===== src/rtl/vend_sequencer.sv =====
// vend_sequencer: coin credit accumulation, price check, dispenser req/ack
// handshake and largest-coin-first change payout.
module vend_sequencer #(
  parameter int CREDIT_W     = 8,
  parameter int MAX_CREDIT   = 100,
  parameter int PRICE_0      = 5,
  parameter int PRICE_1      = 7,
  parameter int PRICE_2      = 10,
  parameter int PRICE_3      = 12,
  parameter int DISP_TIMEOUT = 16
) (
  input  logic                clk,
  input  logic                reset,
  input  logic                coin_valid,
  input  logic [1:0]          coin_type,
  input  logic                sel_valid,
  input  logic [1:0]          sel_prod,
  input  logic                return_btn,
  input  logic                disp_ack,
  input  logic                change_ready,
  output logic                coin_accept,
  output logic                coin_reject,
  output logic                short_credit,
  output logic                disp_req,
  output logic [1:0]          disp_prod,
  output logic                change_valid,
  output logic [1:0]          change_type,
  output logic                fault,
  output logic [CREDIT_W-1:0] credit,
  output logic                busy
);

  localparam int SUM_W = CREDIT_W + 1;
  localparam int CNT_W = $clog2(DISP_TIMEOUT + 1);

  localparam logic [CREDIT_W-1:0] CR_ZERO  = {CREDIT_W{1'b0}};
  localparam logic [CREDIT_W-1:0] VAL_1    = CREDIT_W'(1);
  localparam logic [CREDIT_W-1:0] VAL_5    = CREDIT_W'(5);
  localparam logic [CREDIT_W-1:0] VAL_10   = CREDIT_W'(10);
  localparam logic [CREDIT_W-1:0] VAL_50   = CREDIT_W'(50);
  localparam logic [SUM_W-1:0]    MAX_SUM  = SUM_W'(MAX_CREDIT);
  localparam logic [CNT_W-1:0]    CNT_ZERO = {CNT_W{1'b0}};
  localparam logic [CNT_W-1:0]    CNT_ONE  = CNT_W'(1);
  localparam logic [CNT_W-1:0]    CNT_LAST = CNT_W'(DISP_TIMEOUT - 1);

  typedef enum logic [1:0] {
    ST_IDLE     = 2'd0,
    ST_CREDIT   = 2'd1,
    ST_DISPENSE = 2'd2,
    ST_CHANGE   = 2'd3
  } state_t;

  // Value in credit units of a coin code (shared by acceptor and hopper).
  function automatic logic [CREDIT_W-1:0] coin_value(input logic [1:0] code);
    case (code)
      2'd0:    coin_value = VAL_1;
      2'd1:    coin_value = VAL_5;
      2'd2:    coin_value = VAL_10;
      2'd3:    coin_value = VAL_50;
      default: coin_value = VAL_1;
    endcase
  endfunction

  // Price table lookup.
  function automatic logic [CREDIT_W-1:0] price_of(input logic [1:0] prod);
    case (prod)
      2'd0:    price_of = CREDIT_W'(PRICE_0);
      2'd1:    price_of = CREDIT_W'(PRICE_1);
      2'd2:    price_of = CREDIT_W'(PRICE_2);
      2'd3:    price_of = CREDIT_W'(PRICE_3);
      default: price_of = CREDIT_W'(PRICE_3);
    endcase
  endfunction

  // Largest coin not exceeding the given amount (1 is used for amount 0).
  function automatic logic [1:0] largest_coin(input logic [CREDIT_W-1:0] amt);
    if (amt >= VAL_50) begin
      largest_coin = 2'd3;
    end else if (amt >= VAL_10) begin
      largest_coin = 2'd2;
    end else if (amt >= VAL_5) begin
      largest_coin = 2'd1;
    end else begin
      largest_coin = 2'd0;
    end
  endfunction

  state_t              state_r, state_s;
  logic [CREDIT_W-1:0] credit_r, credit_s;
  logic [CNT_W-1:0]    cnt_r, cnt_s;
  logic [1:0]          disp_prod_r, disp_prod_s;
  logic [1:0]          change_type_r, change_type_s;
  logic                disp_req_r, disp_req_s;
  logic                change_valid_r, change_valid_s;
  logic                coin_accept_r, coin_accept_s;
  logic                coin_reject_r, coin_reject_s;
  logic                short_credit_r, short_credit_s;
  logic                fault_r, fault_s;
  logic                busy_r, busy_s;
  logic [CREDIT_W-1:0] coin_val_s, sel_price_s, base_s;
  logic [SUM_W-1:0]    sum_s;

  // Next-state and next-output computation for the sequencer FSM.
  always_comb begin
    state_s        = state_r;
    credit_s       = credit_r;
    cnt_s          = cnt_r;
    disp_prod_s    = disp_prod_r;
    change_type_s  = change_type_r;
    disp_req_s     = disp_req_r;
    change_valid_s = change_valid_r;
    coin_accept_s  = 1'b0;
    coin_reject_s  = 1'b0;
    short_credit_s = 1'b0;
    fault_s        = 1'b0;
    coin_val_s     = coin_value(coin_type);
    sel_price_s    = price_of(sel_prod);
    base_s         = credit_r;
    sum_s          = {SUM_W{1'b0}};

    case (state_r)
      ST_IDLE: begin
        short_credit_s = sel_valid;
        if (coin_valid) begin
          credit_s      = coin_val_s;
          coin_accept_s = 1'b1;
          state_s       = ST_CREDIT;
        end else begin
          credit_s = credit_r;
        end
      end

      ST_CREDIT: begin
        if (return_btn) begin
          coin_reject_s = coin_valid;
          if (credit_r != CR_ZERO) begin
            state_s        = ST_CHANGE;
            change_valid_s = 1'b1;
            change_type_s  = largest_coin(credit_r);
          end else begin
            state_s = ST_IDLE;
          end
        end else begin
          // Price check sees the credit before any coin arriving this cycle.
          if (sel_valid && (credit_r >= sel_price_s)) begin
            base_s      = credit_r - sel_price_s;
            disp_prod_s = sel_prod;
            disp_req_s  = 1'b1;
            cnt_s       = CNT_ZERO;
            state_s     = ST_DISPENSE;
          end else begin
            base_s         = credit_r;
            short_credit_s = sel_valid;
          end
          // Coin limit check sees the credit after any deduction.
          sum_s = {1'b0, base_s} + {1'b0, coin_val_s};
          if (coin_valid && (sum_s <= MAX_SUM)) begin
            credit_s      = sum_s[CREDIT_W-1:0];
            coin_accept_s = 1'b1;
          end else begin
            credit_s      = base_s;
            coin_reject_s = coin_valid;
          end
        end
      end

      ST_DISPENSE: begin
        coin_reject_s = coin_valid;
        if (disp_ack) begin
          disp_req_s = 1'b0;
          cnt_s      = CNT_ZERO;
          if (credit_r != CR_ZERO) begin
            state_s        = ST_CHANGE;
            change_valid_s = 1'b1;
            change_type_s  = largest_coin(credit_r);
          end else begin
            state_s = ST_IDLE;
          end
        end else if (cnt_r == CNT_LAST) begin
          // Dispenser never answered: give the price back and pay it out.
          fault_s        = 1'b1;
          disp_req_s     = 1'b0;
          cnt_s          = CNT_ZERO;
          credit_s       = credit_r + price_of(disp_prod_r);
          change_valid_s = 1'b1;
          change_type_s  = largest_coin(credit_s);
          state_s        = ST_CHANGE;
        end else begin
          cnt_s = cnt_r + CNT_ONE;
        end
      end

      ST_CHANGE: begin
        coin_reject_s = coin_valid;
        if (change_ready) begin
          credit_s      = credit_r - coin_value(change_type_r);
          change_type_s = largest_coin(credit_s);
          if (credit_s == CR_ZERO) begin
            change_valid_s = 1'b0;
            state_s        = ST_IDLE;
          end else begin
            change_valid_s = 1'b1;
          end
        end else begin
          credit_s = credit_r;
        end
      end

      default: begin
        state_s = ST_IDLE;
      end
    endcase

    busy_s = (state_s == ST_DISPENSE) || (state_s == ST_CHANGE);
  end

  // State and output registers; reset drops credit and any handshake at once.
  always_ff @(posedge clk or posedge reset) begin
    if (reset) begin
      state_r        <= ST_IDLE;
      credit_r       <= CR_ZERO;
      cnt_r          <= CNT_ZERO;
      disp_prod_r    <= 2'd0;
      change_type_r  <= 2'd0;
      disp_req_r     <= 1'b0;
      change_valid_r <= 1'b0;
      coin_accept_r  <= 1'b0;
      coin_reject_r  <= 1'b0;
      short_credit_r <= 1'b0;
      fault_r        <= 1'b0;
      busy_r         <= 1'b0;
    end else begin
      state_r        <= state_s;
      credit_r       <= credit_s;
      cnt_r          <= cnt_s;
      disp_prod_r    <= disp_prod_s;
      change_type_r  <= change_type_s;
      disp_req_r     <= disp_req_s;
      change_valid_r <= change_valid_s;
      coin_accept_r  <= coin_accept_s;
      coin_reject_r  <= coin_reject_s;
      short_credit_r <= short_credit_s;
      fault_r        <= fault_s;
      busy_r         <= busy_s;
    end
  end

  assign coin_accept  = coin_accept_r;
  assign coin_reject  = coin_reject_r;
  assign short_credit = short_credit_r;
  assign disp_req     = disp_req_r;
  assign disp_prod    = disp_prod_r;
  assign change_valid = change_valid_r;
  assign change_type  = change_type_r;
  assign fault        = fault_r;
  assign credit       = credit_r;
  assign busy         = busy_r;

endmodule

===== config.mk =====
export PLATFORM = sky130hd
export DESIGN_NAME = vend_sequencer
export DESIGN_NICKNAME = d
export VERILOG_FILES = /design/src/rtl/vend_sequencer.sv
export SDC_FILE = /design/constraint.sdc
export NUM_CORES = 1
export LEC_CHECK = 0
export CAP_MARGIN = 20
export CORE_MARGIN = 4
export CORE_UTILIZATION = 55
export CTS_BUF_LIST = sky130_fd_sc_hd__clkbuf_8
export DETAILED_ROUTE_END_ITERATION = 8
export GPL_ROUTABILITY_DRIVEN = 0
export GPL_TIMING_DRIVEN = 0
export PLACE_DENSITY = 0.77
export SYNTH_ARGS = -nofsm -noshare
export SYNTH_HDL_FRONTEND = slang
export SYNTH_SLANG_ARGS = --single-unit

===== constraint.sdc =====
create_clock -name clk -period 5.5 [get_ports clk]
set_input_delay 1.1 -clock clk [delete_from_list [all_inputs] [get_ports clk]]
set_output_delay 1.1 -clock clk [all_outputs]
set_load 0.05 [all_outputs]

## Word-level counts from Yosys, hierarchy flattened

Index checks and enable logic that the tools add are counted.

- Register bits: 26
- Bits in latches: 0
- Bits in writable memories: 0
- Bits in read-only memories: 0
- Input bits: 11
- Output and inout port bits: 19
- Logic and storage cells: 146
- Memories kept: 0

- Add/sub/neg operators: 5
- $mul: 0
- Div/mod/pow operators: 0
- Order comparisons: 11
- Equality and inequality tests: 26
- Shift operators: 0
- Muxes and demuxes: 73
- Bitwise gates (word level): 1
- Reductions and logical operators: 18

Operators with widths:

| kind | count |
|---|---|
| case mux 8 bit (4 select lines) | 5 |
| 2-to-1 mux 8 bit | 14 |
| 2-to-1 mux 2 bit | 19 |
| equality test 2 bit (second input constant) | 12 |
| >= comparator 8 x 3 -> 1 bit (second input constant) | 3 |
| >= comparator 8 x 4 -> 1 bit (second input constant) | 3 |
| >= comparator 8 x 6 -> 1 bit (second input constant) | 3 |
| 2-to-1 mux 1 bit | 23 |
| 2-to-1 mux 5 bit | 4 |
| subtractor 8 bit | 2 |
| inequality test 2 bit (second input constant) | 7 |
| equality test 2 x 1 -> 1 bit (second input constant) | 5 |
| logical NOT 2 bit | 5 |
| case mux 5 bit (2 select lines) | 1 |
| adder 8 x 8 -> 9 bit | 1 |
| less-or-equal comparator 9 x 7 -> 1 bit (second input constant) | 1 |
| adder 8 bit | 1 |
| >= comparator 8 bit | 1 |
| logical NOT 8 bit | 1 |
| case mux 1 bit (2 select lines) | 4 |
| case mux 2 bit (4 select lines) | 1 |
| AND reduction 4 bit | 2 |
| nonzero test 8 bit | 1 |
| case mux 2 bit (3 select lines) | 1 |
| other kinds (12) | 14 |

## Logic depth before layout (Yosys ltp)

- Depth in word-level cells: 13
- Mapped depth: 20

## Worst setup path before layout

OpenSTA, ideal clock, no wires.

- Path kind: input-to-reg
- Start: input port sel_prod[0]
- End: register credit_r[7] (netlist: credit[7])
- Setup time: 0.134 ns
- Data arrival time: 4.806 ns
- Slack: 0.559 ns
- Stages on the path: 19
- Cells stage by stage: inv_1 > ha_1 > or2_2 > ha_1 > inv_1 > fa_1 > a21oi_1 > o2111a_1 > nor2_1 > a21oi_1 > ha_1 > fa_1 > a211oi_1 > o21bai_1 > a21oi_1 > xnor2_1 > a31oi_2 > and2_4 > o221ai_2

- Longest elaborated chain between the ends: 13

RTL lines:

| element | RTL line | RTL |
|---|---|---|
| start, declared | 17 | `input logic [1:0] sel_prod,` |
| equality test 2 bit (tied with other cells) | 66 | `case (prod)` |
| case mux 8 bit (4 select lines) * | 66 |  |
| >= comparator 8 bit | 145 | `if (sel_valid && (credit_r >= sel_price_s)) begin` |
| logical AND 1 bit | 145 |  |
| 2-to-1 mux 8 bit * | 145 |  |
| 2-to-1 mux 8 bit * | 134 | `if (return_btn) begin` |
| 2-to-1 mux 8 bit * | 121 | `case (state_r)` |
| adder 8 x 8 -> 9 bit | 156 | `sum_s = {1'b0, base_s} + {1'b0, coin_val_s};` |
| less-or-equal comparator 9 x 7 -> 1 bit | 157 | `if (coin_valid && (sum_s <= MAX_SUM)) begin` |
| logical AND 1 bit | 157 |  |
| 2-to-1 mux 8 bit * | 157 |  |
| 2-to-1 mux 8 bit * | 134 |  |
| case mux 8 bit (4 select lines) * | 121 |  |
| end signal, assigned | 234 | `credit_r <= credit_s;` |
| end, declared | 89 | `logic [CREDIT_W-1:0] credit_r, credit_s;` |

Every way passes the cells marked *; elsewhere a longest branch is shown, timed or not. The select of a mux whose other input is x is not followed.
A chain may end at the register's enable or synchronous reset.

## Final worst setup path

Ends and elaborated chain as after synthesis.

==> run_results.csv <==
group,metric,value,unit
synthesis,synthTopCellsByCount,"nor2_1 (43), nand2_1 (34), o21ai_0 (33)",
detailed_routing,antenna_left,0,
synthesis,synthDistinctLibCells,69,
timing,finClkSkew,12.1,ps
worst_setup_path,crit_buf_inv,3,
timing,relSlewSlack,50.6,%
floorplanning,num_rows,27,
finish,n_antenna_cell,0,
finish,nFillCells,483,
synthesis,synth_top_area_share,19.8,%
timing,slew_viol_final,0,
detailed_routing,drcViolationCount,0,
status,status,"completed",
timing,hold_viol_final,0,
synthesis,synth-edff-count,0,
synthesis,yosysTopAreaCell,"dfrtp_1",
worst_setup_path,crit_fanout,8,
global_route,grt_pass1_vias,3117,
synthesis,synth_area,3170,um^2
finish,nNetsFinal,486,
timing,fin_ws,196,ps
worst_setup_path,cp.required,5670,ps
finish,multi_input_area,2410,um^2
timing,finalCritPeriodShare,96.4,%
timing,period_needed,5300,ps
global_route,grt_max_degree,26,
synthesis,yosysMostFrequentCell,"nor2_1",
synthesis,ys_async_sr_fraction,100,%
detailed_routing,avgRoutedWirePerCell,18.1,um
floorplanning,fp.dieW,83.9,um
floorplanning,coreArea,5540,um^2
floorplanning,dieArea,7030,um^2
timing,setup_viol,0,
placed_design,hpwl,7370,um
placed_design,io_buffers,29,
synthesis,synthFlopType,"dfrtp_1",
clocking,holdBufCountCts,0,
floorplanning,io_pins,30,
job,drv_cap,0,
worst_setup_path,startpoint_type,"input pin",
placed_design,dp_cells,509,
worst_setup_path,slowest_delay,510,ps
finish,syn_to_final_growth,16.4,%
finish,instances_no_fill,516,
timing,fmax,189,MHz
floorplanning,start_util,57.1,%
worst_setup_path,arrival,5470,ps
detailed_routing,totalWireLength,9330,um
worst_setup_path,crit_family,"compound AO/OA/AOI/OAI gates",
worst_setup_path,endpoint_kind,"flop",
clocking,insertion_delay,290,ps
worst_setup_path,worst_path_max_delay_cell,"clkdlybuf4s50_1",
clocking,cts_root_buf,"clkbuf_8",
synthesis,synth-seq-area-share,19.8,%
detailed_routing,via_per_inst,6.48,
timing,worst_pin_slew,723,ps
detailed_routing,drtPass1Iterations,6,
clocking,h-tree-depth,1,
global_route,grt_overflow,0,
synthesis,ys_top_cells_by_area,"dfrtp_1 (20%), ha_1 (10%), o21ai_0 (5.2%)",
global_route,antenna_found_initial,0,
synthesis,syn-num-nets,449,
synthesis,ys_ff_latch,25,
synthesis,avgSynthCellArea,7.76,um^2
detailed_routing,drt_iter0_markers,376,
detailed_routing,vias,3345,
timing,setup_tns,0,ps
global_route,grt.total_usage,25.8,%
clocking,cts_buffers,3,
finish,final_util,66.5,%
clocking,clockBufferDepth,2,
placed_design,preCtsSetupSlack,-527,ps
clocking,clkTransAtPathRegs,110,ps
clocking,cts.sinks,25,
global_route,grt_pass1_wl,14900,um
synthesis,ys_warn_count,0,
worst_setup_path,critPathMostFrequentCell,"ha_1",
clocking,cts_tree,"yes",
finish,register_area,626,um^2
worst_setup_path,worstPathCellList,"clkdlybuf4s50_1 > inv_1 > ha_1 > or2_2 > ha_1 > inv_1 > fa_1 > a21oi_1 > o2111a_1 > nor2_4 > nor2_1 > a21oi_1 > ha_1 > fa_2 > o21ai_2 > nand3_1 > o211a_1 > a31oi_4 > and2_4 > o221ai_2",
finish,final_layout_size_suffix_gt1_share,8.33,%
min_path,hp-class,"flop to flop",
worst_setup_path,path_class,"input pin to flop",
synthesis,synthCells,408,
floorplanning,die_h,83.9,um
per-layer routing:
metal | part of all wire [%] | vias to the layer above | global-route usage, %
li1 | - | 1587 | -
met1 | 41 | 1544 | 32.5
met2 | 47 | 165 | 43.4
met3 | 8.1 | 49 | 3.65
met4 | 4.3 | 0 | 11.7
met5 | 0 | - | 0
cells by family after synthesis:
| group | share of synthesized area (%) |
|---|---|
| compound gates | 32.4 |
| buf+inv | 5.45 |
| flops | 19.8 |
| simple gates | 22.0 |
| mux | 3.99 |
| fa+ha+maj | 12.8 |
| xor+xnor | 3.60 |
flip-flops by register name, indices dropped and copies added (netlist names), 2 cells and up:
register and count:
change_type 2, disp_prod 2, credit 8, cnt_r 5
final cells by class:
type                            count  area share [%]
Buffer                             13            1.63
Clock buffer                        3            1.12
Clock inverter                      1           0.204
Inverter                           30            3.06
Multi-Input combinational cell    340            65.5
Sequential cell                    25            17.0
Tap cell                           72            2.45
Timing Repair Buffer               32            9.04
worst register-to-register path, cell delays in order (launching register included):
cell      delay, ps
dfrtp_1         520
inv_1           180
ha_1            200
inv_1            60
fa_1            420
a21oi_1         250
o2111a_1        340
nor2_4          100
buf_4           150
nand3_1          60
o21ai_0         130
ha_2            420
o21ai_0         110
nor2_1          230
o31a_1          230
nor2_1           80
a211o_4         390
and2_4          190
o221ai_2        190
through the flow:
stage               area, um^2  hold WS, ps
floorplan                 3170          451
global placement          3550          475
detailed placement        3550          475
CTS                       3600          503
global route              3680          516
finish                    3680          502
worst paths after layout:
| check | slack (ps) | depth (start not counted) | start | to |
|---|---|---|---|---|
| min in group asynchronous | 1050 | 2 | reset | credit[4] |
| worst min register to register | 500 | 1 | cnt_r[4] | cnt_r[4] |
| worst max-delay path | 200 | 20 | sel_prod[0] | credit[7] |
| max in group asynchronous | 4060 | 3 | reset | cnt_r[4] |
| worst min-delay path | 500 | 1 | cnt_r[4] | cnt_r[4] |
| worst max register to register | 1190 | 18 | credit[0] | credit[7] |
cells in the final DEF, fill, tap and decap left out, types with 6 or more instances in the layout:
master and n:
nor2_1 42, nand2_1 34, o21ai_0 31, inv_1 29, clkdlybuf4s50_1 29, a21oi_1 28, ha_1 25, dfrtp_1 25
a21o_1 12, nor3_1 11, a31oi_1 11, nand3_1 10, mux2i_1 10, a211oi_1 9, clkbuf_1 8, xnor2_1 6
xor2_1 6
repair_timing:
action / in CTS / in global routing
setup buffers: 0 / 2
endpoints found under the setup margin: 9 / 10
gates resized for setup: 2 / 10
pin swaps: 0 / 2
Power is not shown: default switching activity piles up to over one toggle a cycle in this logic, so the estimate is an artifact.
